`src/rtl/ucontrol_collatz_pkg.sv`:
```
// rtl/ucontrol_collatz_pkg.sv - shared encodings for the Collatz micro-controller
package ucontrol_collatz_pkg;

  typedef enum logic [4:0] {
    S_IDLE,
    S_INIT_LD,
    S_INIT_WB,
    S_CLR1,
    S_CLR3,
    S_CHK0,
    S_CHK1,
    S_PAR,
    S_EV_LD,
    S_EV_SH,
    S_EV_WB,
    S_OD_DBL_LD,
    S_OD_DBL_WB,
    S_OD_ADD_LD,
    S_OD_ADD_WB,
    S_OD_INC_LD,
    S_OD_INC_WB,
    S_CNT_LD,
    S_CNT_WB,
    S_DONE,
    S_ERR
  } state_t;

  localparam logic [3:0] ALU_PASSA = 4'h0;
  localparam logic [3:0] ALU_ADD   = 4'h1;
  localparam logic [3:0] ALU_INCA  = 4'h2;
  localparam logic [3:0] ALU_DECA  = 4'h3;
  localparam logic [3:0] ALU_LSBA  = 4'h4;

  localparam logic [2:0] MUX_R0      = 3'd0;
  localparam logic [2:0] MUX_R1      = 3'd1;
  localparam logic [2:0] MUX_R2      = 3'd2;
  localparam logic [2:0] MUX_R3      = 3'd3;
  localparam logic [2:0] MUX_OPERAND = 3'd4;

  localparam logic [2:0] SEL_NONE = 3'b111;

  localparam logic [1:0] SH_HOLD = 2'b11;
  localparam logic [1:0] SH_SHR  = 2'b01;
  localparam logic [1:0] SH_SHL  = 2'b10;

endpackage

```
`src/rtl/ucontrol_collatz.sv`:
```
// rtl/ucontrol_collatz.sv - Moore FSM sequencing the datapath through Collatz iterations
module ucontrol_collatz
  import ucontrol_collatz_pkg::*;
#(
  parameter int DATAWIDTH_DECODER_SELECTION = 3,
  parameter int DATAWIDTH_MUX_SELECTION     = 3,
  parameter int DATAWIDTH_ALU_SELECTION     = 4,
  parameter logic [7:0] MAX_STEPS           = 8'd255
) (
  input  logic                                   uCONTROL_CLOCK_50,
  input  logic                                   uCONTROL_RESET_InHigh,
  input  logic                                   uCONTROL_start_InHigh,
  input  logic                                   uCONTROL_zero_InLow,
  input  logic                                   uCONTROL_carry_InLow,
  output logic [DATAWIDTH_DECODER_SELECTION-1:0] uCONTROL_decoderclearselection_OutBUS,
  output logic [DATAWIDTH_DECODER_SELECTION-1:0] uCONTROL_decoderloadselection_OutBUS,
  output logic [DATAWIDTH_MUX_SELECTION-1:0]     uCONTROL_muxselectionBUSA_OutBUS,
  output logic [DATAWIDTH_MUX_SELECTION-1:0]     uCONTROL_muxselectionBUSB_OutBUS,
  output logic [DATAWIDTH_ALU_SELECTION-1:0]     uCONTROL_aluselection_OutBUS,
  output logic                                   uCONTROL_regSHIFTERclear_OutLow,
  output logic                                   uCONTROL_regSHIFTERload_OutLow,
  output logic [1:0]                             uCONTROL_regSHIFTERshiftselection_OutLow,
  output logic                                   uCONTROL_busy_OutHigh,
  output logic                                   uCONTROL_done_OutHigh,
  output logic                                   uCONTROL_error_OutHigh
);

  state_t     state;
  state_t     state_next;
  logic [7:0] iter_cnt;
  logic [7:0] iter_cnt_inc;

  assign iter_cnt_inc = iter_cnt + 8'd1;

  // State register; reset always lands in IDLE
  always_ff @(posedge uCONTROL_CLOCK_50) begin
    if (uCONTROL_RESET_InHigh) state <= S_IDLE;
    else                       state <= state_next;
  end

  // Iteration counter: cleared when a new operand is taken, bumped once per completed step
  always_ff @(posedge uCONTROL_CLOCK_50) begin
    if (uCONTROL_RESET_InHigh)   iter_cnt <= 8'd0;
    else if (state == S_INIT_LD) iter_cnt <= 8'd0;
    else if (state == S_CNT_WB)  iter_cnt <= iter_cnt_inc;
  end

  // Next-state selection and Moore decode of the datapath control vector
  always_comb begin
    state_next                                = state;
    uCONTROL_decoderclearselection_OutBUS     = SEL_NONE;
    uCONTROL_decoderloadselection_OutBUS      = SEL_NONE;
    uCONTROL_muxselectionBUSA_OutBUS          = MUX_R0;
    uCONTROL_muxselectionBUSB_OutBUS          = MUX_R0;
    uCONTROL_aluselection_OutBUS              = ALU_PASSA;
    uCONTROL_regSHIFTERclear_OutLow           = 1'b1;
    uCONTROL_regSHIFTERload_OutLow            = 1'b1;
    uCONTROL_regSHIFTERshiftselection_OutLow  = SH_HOLD;
    uCONTROL_busy_OutHigh                     = 1'b1;
    uCONTROL_done_OutHigh                     = 1'b0;
    uCONTROL_error_OutHigh                    = 1'b0;

    case (state)
      S_IDLE: begin
        uCONTROL_busy_OutHigh = 1'b0;
        if (uCONTROL_start_InHigh) state_next = S_INIT_LD;
      end
      S_INIT_LD: begin
        uCONTROL_muxselectionBUSA_OutBUS = MUX_OPERAND;
        uCONTROL_regSHIFTERload_OutLow   = 1'b0;
        state_next                       = S_INIT_WB;
      end
      S_INIT_WB: begin
        uCONTROL_decoderloadselection_OutBUS = MUX_R0;
        state_next                           = S_CLR1;
      end
      S_CLR1: begin
        uCONTROL_decoderclearselection_OutBUS = MUX_R1;
        state_next                            = S_CLR3;
      end
      S_CLR3: begin
        uCONTROL_decoderclearselection_OutBUS = MUX_R3;
        state_next                            = S_CHK0;
      end
      S_CHK0: begin
        state_next = uCONTROL_zero_InLow ? S_CHK1 : S_ERR;
      end
      S_CHK1: begin
        uCONTROL_aluselection_OutBUS = ALU_DECA;
        state_next = uCONTROL_zero_InLow ? S_PAR : S_DONE;
      end
      S_PAR: begin
        // A zero LSB means the running value is even
        uCONTROL_aluselection_OutBUS = ALU_LSBA;
        state_next = uCONTROL_zero_InLow ? S_OD_DBL_LD : S_EV_LD;
      end
      S_EV_LD: begin
        uCONTROL_regSHIFTERload_OutLow = 1'b0;
        state_next                     = S_EV_SH;
      end
      S_EV_SH: begin
        uCONTROL_regSHIFTERshiftselection_OutLow = SH_SHR;
        state_next                               = S_EV_WB;
      end
      S_EV_WB: begin
        uCONTROL_decoderloadselection_OutBUS = MUX_R0;
        state_next                           = S_CNT_LD;
      end
      S_OD_DBL_LD: begin
        uCONTROL_aluselection_OutBUS   = ALU_ADD;
        uCONTROL_regSHIFTERload_OutLow = 1'b0;
        state_next = uCONTROL_carry_InLow ? S_OD_DBL_WB : S_ERR;
      end
      S_OD_DBL_WB: begin
        uCONTROL_decoderloadselection_OutBUS = MUX_R1;
        state_next                           = S_OD_ADD_LD;
      end
      S_OD_ADD_LD: begin
        uCONTROL_muxselectionBUSA_OutBUS = MUX_R1;
        uCONTROL_aluselection_OutBUS     = ALU_ADD;
        uCONTROL_regSHIFTERload_OutLow   = 1'b0;
        state_next = uCONTROL_carry_InLow ? S_OD_ADD_WB : S_ERR;
      end
      S_OD_ADD_WB: begin
        uCONTROL_decoderloadselection_OutBUS = MUX_R1;
        state_next                           = S_OD_INC_LD;
      end
      S_OD_INC_LD: begin
        uCONTROL_muxselectionBUSA_OutBUS = MUX_R1;
        uCONTROL_aluselection_OutBUS     = ALU_INCA;
        uCONTROL_regSHIFTERload_OutLow   = 1'b0;
        state_next = uCONTROL_carry_InLow ? S_OD_INC_WB : S_ERR;
      end
      S_OD_INC_WB: begin
        uCONTROL_decoderloadselection_OutBUS = MUX_R0;
        state_next                           = S_CNT_LD;
      end
      S_CNT_LD: begin
        uCONTROL_muxselectionBUSA_OutBUS = MUX_R3;
        uCONTROL_aluselection_OutBUS     = ALU_INCA;
        uCONTROL_regSHIFTERload_OutLow   = 1'b0;
        state_next = uCONTROL_carry_InLow ? S_CNT_WB : S_ERR;
      end
      S_CNT_WB: begin
        uCONTROL_decoderloadselection_OutBUS = MUX_R3;
        state_next = (iter_cnt_inc == MAX_STEPS) ? S_ERR : S_CHK1;
      end
      S_DONE: begin
        uCONTROL_busy_OutHigh = 1'b0;
        uCONTROL_done_OutHigh = 1'b1;
        if (uCONTROL_start_InHigh) state_next = S_INIT_LD;
      end
      S_ERR: begin
        uCONTROL_busy_OutHigh  = 1'b0;
        uCONTROL_error_OutHigh = 1'b1;
        if (uCONTROL_start_InHigh) state_next = S_INIT_LD;
      end
      default: state_next = S_IDLE;
    endcase
  end

endmodule
```
`config.mk`:
```
export PLATFORM = sky130hd
export DESIGN_NAME = ucontrol_collatz
export DESIGN_NICKNAME = d
export VERILOG_FILES = /design/src/rtl/ucontrol_collatz_pkg.sv /design/src/rtl/ucontrol_collatz.sv
export SDC_FILE = /design/constraint.sdc
export NUM_CORES = 1
export LEC_CHECK = 0
export ABC_AREA = 1
export BUFFER_PORTS_ARGS = -buffer_cell sky130_fd_sc_hd__buf_2
export CAP_MARGIN = 20
export CORE_UTILIZATION = 45
export CTS_BUF_LIST = sky130_fd_sc_hd__clkbuf_2 sky130_fd_sc_hd__clkbuf_4 sky130_fd_sc_hd__clkbuf_8
export CTS_CLUSTER_DIAMETER = 40
export DETAILED_ROUTE_END_ITERATION = 7
export HOLD_SLACK_MARGIN = 0.15
export PLACE_DENSITY = 0.65
export SKIP_LAST_GASP = 1
export SYNTH_ARGS = -nofsm -noshare
export SYNTH_HDL_FRONTEND = slang
export SYNTH_SLANG_ARGS = --single-unit
```
`constraint.sdc`:
```
create_clock -name uCONTROL_CLOCK_50 -period 4.3 [get_ports uCONTROL_CLOCK_50]
set_clock_uncertainty 0.15 [all_clocks]
set_input_delay 0.43 -clock uCONTROL_CLOCK_50 [delete_from_list [all_inputs] [get_ports uCONTROL_CLOCK_50]]
set_output_delay 0.43 -clock uCONTROL_CLOCK_50 [all_outputs]
set_load 0.05 [all_outputs]
```
[Word-level counts from Yosys, hierarchy flattened]
Index checks and enable logic that the tools add are counted.
Cells by class
  add/sub/neg operators: 1
  mux-type cells: 19
  reductions and logical operators: 10
  equality and inequality tests: 22
Operators by type and width (number)
  $pmux W5 S18: 1
  $eq A5 B4 Y1 const B: 8
  $mux W5: 6
  $eq A5 B5 Y1 const B: 5
  $eq A5 B3 Y1 const B: 4
  $pmux W3 S3: 2
  $pmux W3 S4: 1
  $reduce_or A2 Y1: 6
  $eq A5 B2 Y1 const B: 2
  $add A8 B1 Y8 const B: 1
  $eq A8 B8 Y1 const B: 1
  $mux W3: 2
  $pmux W3 S2: 1
  $reduce_or A3 Y1: 2
  $reduce_or A6 Y1: 1
  $eq A5 B1 Y1 const B: 1
  $logic_not A5 Y1: 1
  $mux W1: 4
  $mux W2: 2
  $ne A2 B1 Y1 const B: 1
Storage, ports and cells
  flip-flop bits (word level): 13
  input bits: 5
  word-level logic and storage cells: 54
  output and inout port bits: 23

[Depth between registers and ports, before layout]
Gate-level depths: netlist (run 1).
  depth after elaboration: 4
  mapped depth: 12
  gate-level depth less buffers: 12

[Least setup slack after synthesis (run 1)]
Ideal clock, no wire load.
  kind: register -> output
  from: register state[4]
  to: output uCONTROL_decoderloadselection_OutBUS[1]
  setup slack: 1.814 ns
  path buffers: 1
  stages on the path, launching flop included: 6
  arrival: 1.906 ns
  required time: 3.720 ns
  path through: dfxtp_1 buf_6 inv_2 nand3_1 nand3_1 o21ai_0
On the way
  longest elaborated chain between the ends: 3
  elaborated cells on any way between the ends: 9
  those cells by class: eq/ne: 6; mux: 1; reduce/logical: 2
Ends and longest elaborated chain
  start: declaration: RTL line ucontrol_collatz.sv:28  | state_t state;
  start signal: assignment: RTL line ucontrol_collatz.sv:38  | else state <= state_next;
  $eq A5 B5 Y1 (tied with other cells): RTL line ucontrol_collatz.sv:63  | case (state)
  $reduce_or A3 Y1 (no source line) or $reduce_or A2 Y1 (tied branches)
  $pmux W3 S3 *: RTL line ucontrol_collatz.sv:63
  end: declaration: RTL line ucontrol_collatz.sv:16  | output logic [DATAWIDTH_DECODER_SELECTION-1:0] uCONTROL_decoderloadselection_OutBUS,
Every way passes the cells marked *; elsewhere a longest branch is shown, timed or not.

[Final worst setup path (run 1)]
Ends and elaborated chain as after synthesis.

==> flow_summary.ini, run 1 <==
[pwr]
power_density_mw_per_mm2 = 540.6
vdd_drop_max_v = 0.0003538
p_leak_nw = 0.7047

[detailed_routing]
drt_pre_antenna_iters = 4
drcViolationCount = 0
dr.first_iter.drc_count = 36
drtAntennaViolNets = 0
vias = 1244
wl_per_cell_um = 10.92
wl_um = 2730
vias_per_cell = 4.976

[yosys]
syn_inst = 200
synth.top_cell.area_share_pct = 21.89
synth_largest_area_cell = dfxtp_1
synth-seq-area-share_pct = 21.89
synth.cell_area_mm2 = 0.001189
ys_warn_count = 0
syn_area_per_cell_um2 = 5.943
netlist-cell-type-count = 28
ys_ff_latch = 13
synth_area_leaders = dfxtp_1, nand2_1, nand3_1

[setup_path]
critPathRequiredTime_ns = 3.72
startpoint_type = flop
worstReg2RegStart = state[4]$_SDFFE_PP0P_
rr_endpoint = state[4]$_SDFFE_PP0P_
crit_path_end_kind = primary output
critPathKind = reg2out
worstRegToRegCells = 9
cp_max_fo = 11
worstPathArrival_ns = 1.80
r2r_slack_ns = 2.53

[floorplan]
die_area_mm2 = 0.002851
num_rows = 18
start_util_pct = 47.98
pin_count = 28
chipWidth_um = 53.40
die_y_um = 53.40
coreArea_mm2 = 0.002477

[timing]
holdWs_ns = 0.2770
grt_setup_unrepaired = false
fmax_mhz = 420.0
period_share_pct = 55.38
worstMarginPinSlew_ns = 0.5602
slew_violations = 0
tns_ns = 0
finalSetupViolCount = 0
max_slew_margin_pct = 62.60
hold_viol = 0
post-route-min-period_ns = 2.381

[clock_network]
clock-root-buffer = clkbuf_4
cts_hold_buffers = 0
post-cts-setup-buffer-count = 0
ctsResizeCount = 0
cts_tree = done
cts_max_level = 1
insertion_delay_ns = 0.27
cts_sinks = 13
clock_path_buffers = 2
numCtsBuffers = 3
clk_pin_slew_worst_paths_ns = 0.09

[global_route]
grt_pass1_vias = 1148
grt_usage_pct = 21.93
antenna_found_initial = 0
grt_max_degree = 13
grt-ovfl-total = 0
grt_pass1_wl_um = 4629

[layout]
antennaDiodeCount = 0
num-nets-final = 228
syn2layout_area_growth_pct = 9.684
stdcell_area_mm2 = 0.001304
drive_above_1_share_pct = 24.09
final_util_pct = 52.63

[placement]
placed_area_mm2 = 0.001274
place_congestion = 0.9153
hpwl_um = 2224
io_buffers = 20

[worst_hold_path]
worstHoldPathType = in2reg
whs_path_depth = 2
min-delay-start = uCONTROL_RESET_InHigh
min_to = state[2]$_SDFFE_PP0P_

[status]
status = finished clean

[run]
maxCapViolCount = 0
cells in the mapped netlist:
library cell	number
nand3_2	1
a21oi_1	7
nand2_1	49
nor3_1	3
o21bai_1	1
inv_2	11
dfxtp_1	13
o211ai_1	2
nor2_4	5
o21ai_0	5
clkinv_1	1
a41oi_1	1
nor3_2	1
buf_6	1
and2_4	1
ha_1	2
nand2_2	5
inv_1	25
buf_4	8
or2_0	1
nand2_4	2
o21ai_1	3
conb_1	2
a211oi_1	2
nor2_1	22
nand4_1	3
nand3_1	20
nor2_2	3
worst max-delay path by stage:
stage / startpoint / end / cells past startpoint
2_1_floorplan: state[4]$_SDFFE_PP0P_ / uCONTROL_decoderloadselection_OutBUS[1] / 5
3_3_place_gp: state[4]$_SDFFE_PP0P_ / uCONTROL_decoderloadselection_OutBUS[1] / 5
3_5_place_dp: state[4]$_SDFFE_PP0P_ / uCONTROL_decoderloadselection_OutBUS[1] / 5
4_1_cts: state[4]$_SDFFE_PP0P_ / uCONTROL_decoderloadselection_OutBUS[1] / 5
5_1_grt: state[4]$_SDFFE_PP0P_ / uCONTROL_decoderloadselection_OutBUS[1] / 5
6_report: state[4]$_SDFFE_PP0P_ / uCONTROL_decoderloadselection_OutBUS[1] / 5
per-layer routing:
metal	track usage (%)	share of wire, %
met5	0	0
met4	7.895	1.1
met3	1.724	4.9
met2	41.67	52
met1	24.79	42
final cells by class:
cell class	instances	area, um^2
fill	268	1174
timing repair buffer	20	100.1
clock buffer	4	30.03
sequential	13	260.3
inverter	37	138.9
tap	30	37.54
multi-input combinational	146	737.0
sequential cells by signal (all words and copies together) (netlist names):
register and cells:
state 5, iter_cnt 8
power breakdown:
group	internal (mW)	switching [mW]
logic	0.115	0.346
clock network	0.0422	0.0408
registers	0.135	0.0256
critical path, stage by stage, from the launching register on:
cell     delay (ns)
dfxtp_1        0.68
inv_2          0.12
nand3_1        0.17
nand3_1        0.13
o21ai_0        0.15
buf_2          0.28
cells in the final DEF (no fill, tap or decap), drive strengths merged:
cell	count
nand2	56
inv	36
nor2	30
nand3	21
buf	20
dfxtp	13
o21ai	8
a21oi	7
conb	7
clkbuf	4
nor3	4
nand4	3
a211oi	2
o211ai	2
ha	2
clkinv	1
and2	1
a41oi	1
o21bai	1
or2	1
metrics by stage:
| step | instances | setup WS (ns) | power (mW) |
|---|---|---|---|
| floorplan | 205 | 1.814 | 0.5426 |
| global placement | 246 | 2.254 | 0.6200 |
| detailed placement | 246 | 2.227 | 0.6255 |
| CTS | 250 | 1.924 | 0.7070 |
| global route | 250 | 1.750 | 0.7590 |
| finish | 250 | 1.919 | 0.7048 |
kinds of logic (layout without fill, tap and decap cells):
family | after synthesis | after routing | synth area share (%)
other cells | 2 | 7 | 0.6318
buf+inv | 46 | 61 | 17.68
flops | 13 | 13 | 21.89
simple gates | 116 | 116 | 47.47
compound gates | 21 | 21 | 10.21
fa+ha+maj | 2 | 2 | 2.105
No activity file was read; power rests on OpenSTA's default activity.
==> run 2, diff against run 1 <==
==> constraint.sdc (replaced) <==
create_clock -name uCONTROL_CLOCK_50 -period 2.5 [get_ports uCONTROL_CLOCK_50]
set_clock_uncertainty 0.15 [all_clocks]
set_input_delay 0.25 -clock uCONTROL_CLOCK_50 [delete_from_list [all_inputs] [get_ports uCONTROL_CLOCK_50]]
set_output_delay 0.25 -clock uCONTROL_CLOCK_50 [all_outputs]
set_load 0.05 [all_outputs]
==> run 2 against run 1 <==
Effect of this change: combinational power is 73% higher; flip-flop and latch count stayed put; register-to-register slack worse by 1.8 ns; sequential share of layout area is 0.15 points lower; via count is 2.5% higher; critical path depth stayed put.
==> flow_summary.ini, run 2 (synthesis results as in run 1) <==
[status]
status = finished clean

[timing]
finalSetupViolCount = 0
period_share_pct = 88.23
tns_ns = 0
hold_viol = 0
fin_ws_ns = 0.2943
slew_violations = 0
worstMarginPinSlew_ns = 0.5524
post-route-min-period_ns = 2.206
fmax_mhz = 453.4
grt_setup_unrepaired = false
max_slew_margin_pct = 63.12

[setup_path]
cp_max_fo = 11
worstRegToRegCells = 9
worstPathArrival_ns = 1.81
path_common_cell = nand3_1
critPathKind = reg2out
worstReg2RegStart = state[4]$_SDFFE_PP0P_
path_cells = inv_2, nand3_1, nand3_1, o21ai_0, buf_2
r2r_slack_ns = 0.76
rr_endpoint = state[4]$_SDFFE_PP0P_
crit_path_end_kind = primary output
max_stage_delay_ns = 0.68
startpoint_type = flop
slowest_stage = dfxtp_1
critPathRequiredTime_ns = 2.10

[floorplan]
pin_count = 28
die_y_um = 53.40
num_rows = 18
start_util_pct = 47.98
chipWidth_um = 53.40
coreArea_mm2 = 0.002477
die_area_mm2 = 0.002851

[worst_hold_path]
min_to = state[0]$_SDFFE_PP0P_
min-delay-start = uCONTROL_start_InHigh
worstHoldPathType = in2reg
whs_path_depth = 5

[clock_network]
clk_pin_slew_worst_paths_ns = 0.08
cts_tree = done
clock_path_buffers = 2
clock-root-buffer = clkbuf_4
cts_sinks = 13
insertion_delay_ns = 0.28
post-cts-setup-buffer-count = 0
cts_max_level = 1
numCtsBuffers = 3

[pwr]
p_leak_nw = 0.7089
vdd_drop_max_v = 0.0006872
power_density_mw_per_mm2 = 927.7

[layout]
multi_input_area_um2 = 737.0
final_cell_mix = nand2_1, inv_1, nor2_1
antennaDiodeCount = 0
largest_reg_flops = 8
nFillCells = 269
syn2layout_area_growth_pct = 10.53
ff_latch_area_um2 = 260.3
final_common_cell = nand2_1
num-nets-final = 229
regMostFlops = iter_cnt
drive_above_1_share_pct = 23.98
reg.largest.list = iter_cnt (8), state (5)

[placement]
dp_slack_ns = 0.6094
place_congestion = 0.9154
io_buffers = 20
hpwl_um = 2242

[detailed_routing]
drcViolationCount = 0
drt_pre_antenna_iters = 4
dr.first_iter.drc_count = 25
wl_um = 2727
drtAntennaViolNets = 0
vias = 1275
wl_per_cell_um = 10.86
vias_per_cell = 5.080

[run]
maxCapViolCount = 0

[global_route]
grt_pass1_wl_um = 4595
grt-ovfl-total = 0
grt_pass1_vias = 1136
antenna_found_initial = 0
grt_max_degree = 13
grt_usage_pct = 22.24
==> run 2: where the power goes <==
group	switching, mW	internal [mW]	total, mW
clock	0.0736	0.0729	0.147
sequential	0.0420	0.232	0.274
combinational	0.599	0.199	0.798
total	0.715	0.504	1.22
==> run 2: worst max path at each step <==
stage	from	endpoint	slack (ns)	depth (start not counted)
2_1_floorplan	state[4]$_SDFFE_PP0P_	uCONTROL_decoderloadselection_OutBUS[1]	0.19	5
3_3_place_gp	state[4]$_SDFFE_PP0P_	uCONTROL_decoderloadselection_OutBUS[1]	0.65	5
3_5_place_dp	state[4]$_SDFFE_PP0P_	uCONTROL_decoderloadselection_OutBUS[1]	0.61	5
4_1_cts	state[4]$_SDFFE_PP0P_	uCONTROL_decoderloadselection_OutBUS[1]	0.29	5
5_1_grt	state[4]$_SDFFE_PP0P_	uCONTROL_decoderloadselection_OutBUS[1]	0.13	5
6_report	state[4]$_SDFFE_PP0P_	uCONTROL_decoderloadselection_OutBUS[1]	0.29	5
==> run 2: timing repair <==
item,CTS,global route
hold endpoints to repair,3,0
hold buffers,1,0
resized for setup,0,0
==> run 2: layout make-up <==
cell class	count	area share [%]
Timing Repair Buffer	21	8.381
Sequential cell	13	19.81
Clock buffer	4	2.286
Inverter	37	10.57
Multi-Input combinational cell	146	56.10
Tap cell	30	2.857
==> run 2: critical path: cells and delay by family (launching register included) <==
kind,cells,cell delay [ns]
DFF,1,0.68
buffers and inverters,2,0.41
AOI/OAI and AO/OA,1,0.15
and+or+nand+nor,2,0.30
==> run 2: metal layers <==
layer	wire [um]	vias up	global-route usage, %
li1	-	657	-
met1	1137	562	24.49
met2	1390	45	40.21
met3	120	11	2.874
met4	78	0	12.28
met5	0	-	0
==> run 2: metrics by stage <==
step           util, %  hold WS, ns  power (mW)  instances  cell area [um^2]
4_1_cts          53.03       0.1716       1.225        251              1314
3_3_place_gp     51.41       0.3464       1.067        246              1274
3_5_place_dp     51.41       0.3509       1.074        246              1274
5_1_grt          53.03       0.1985       1.311        251              1314
6_report         53.03       0.1831       1.219        251              1314
2_1_floorplan        -       0.1691      0.9333        205              1207
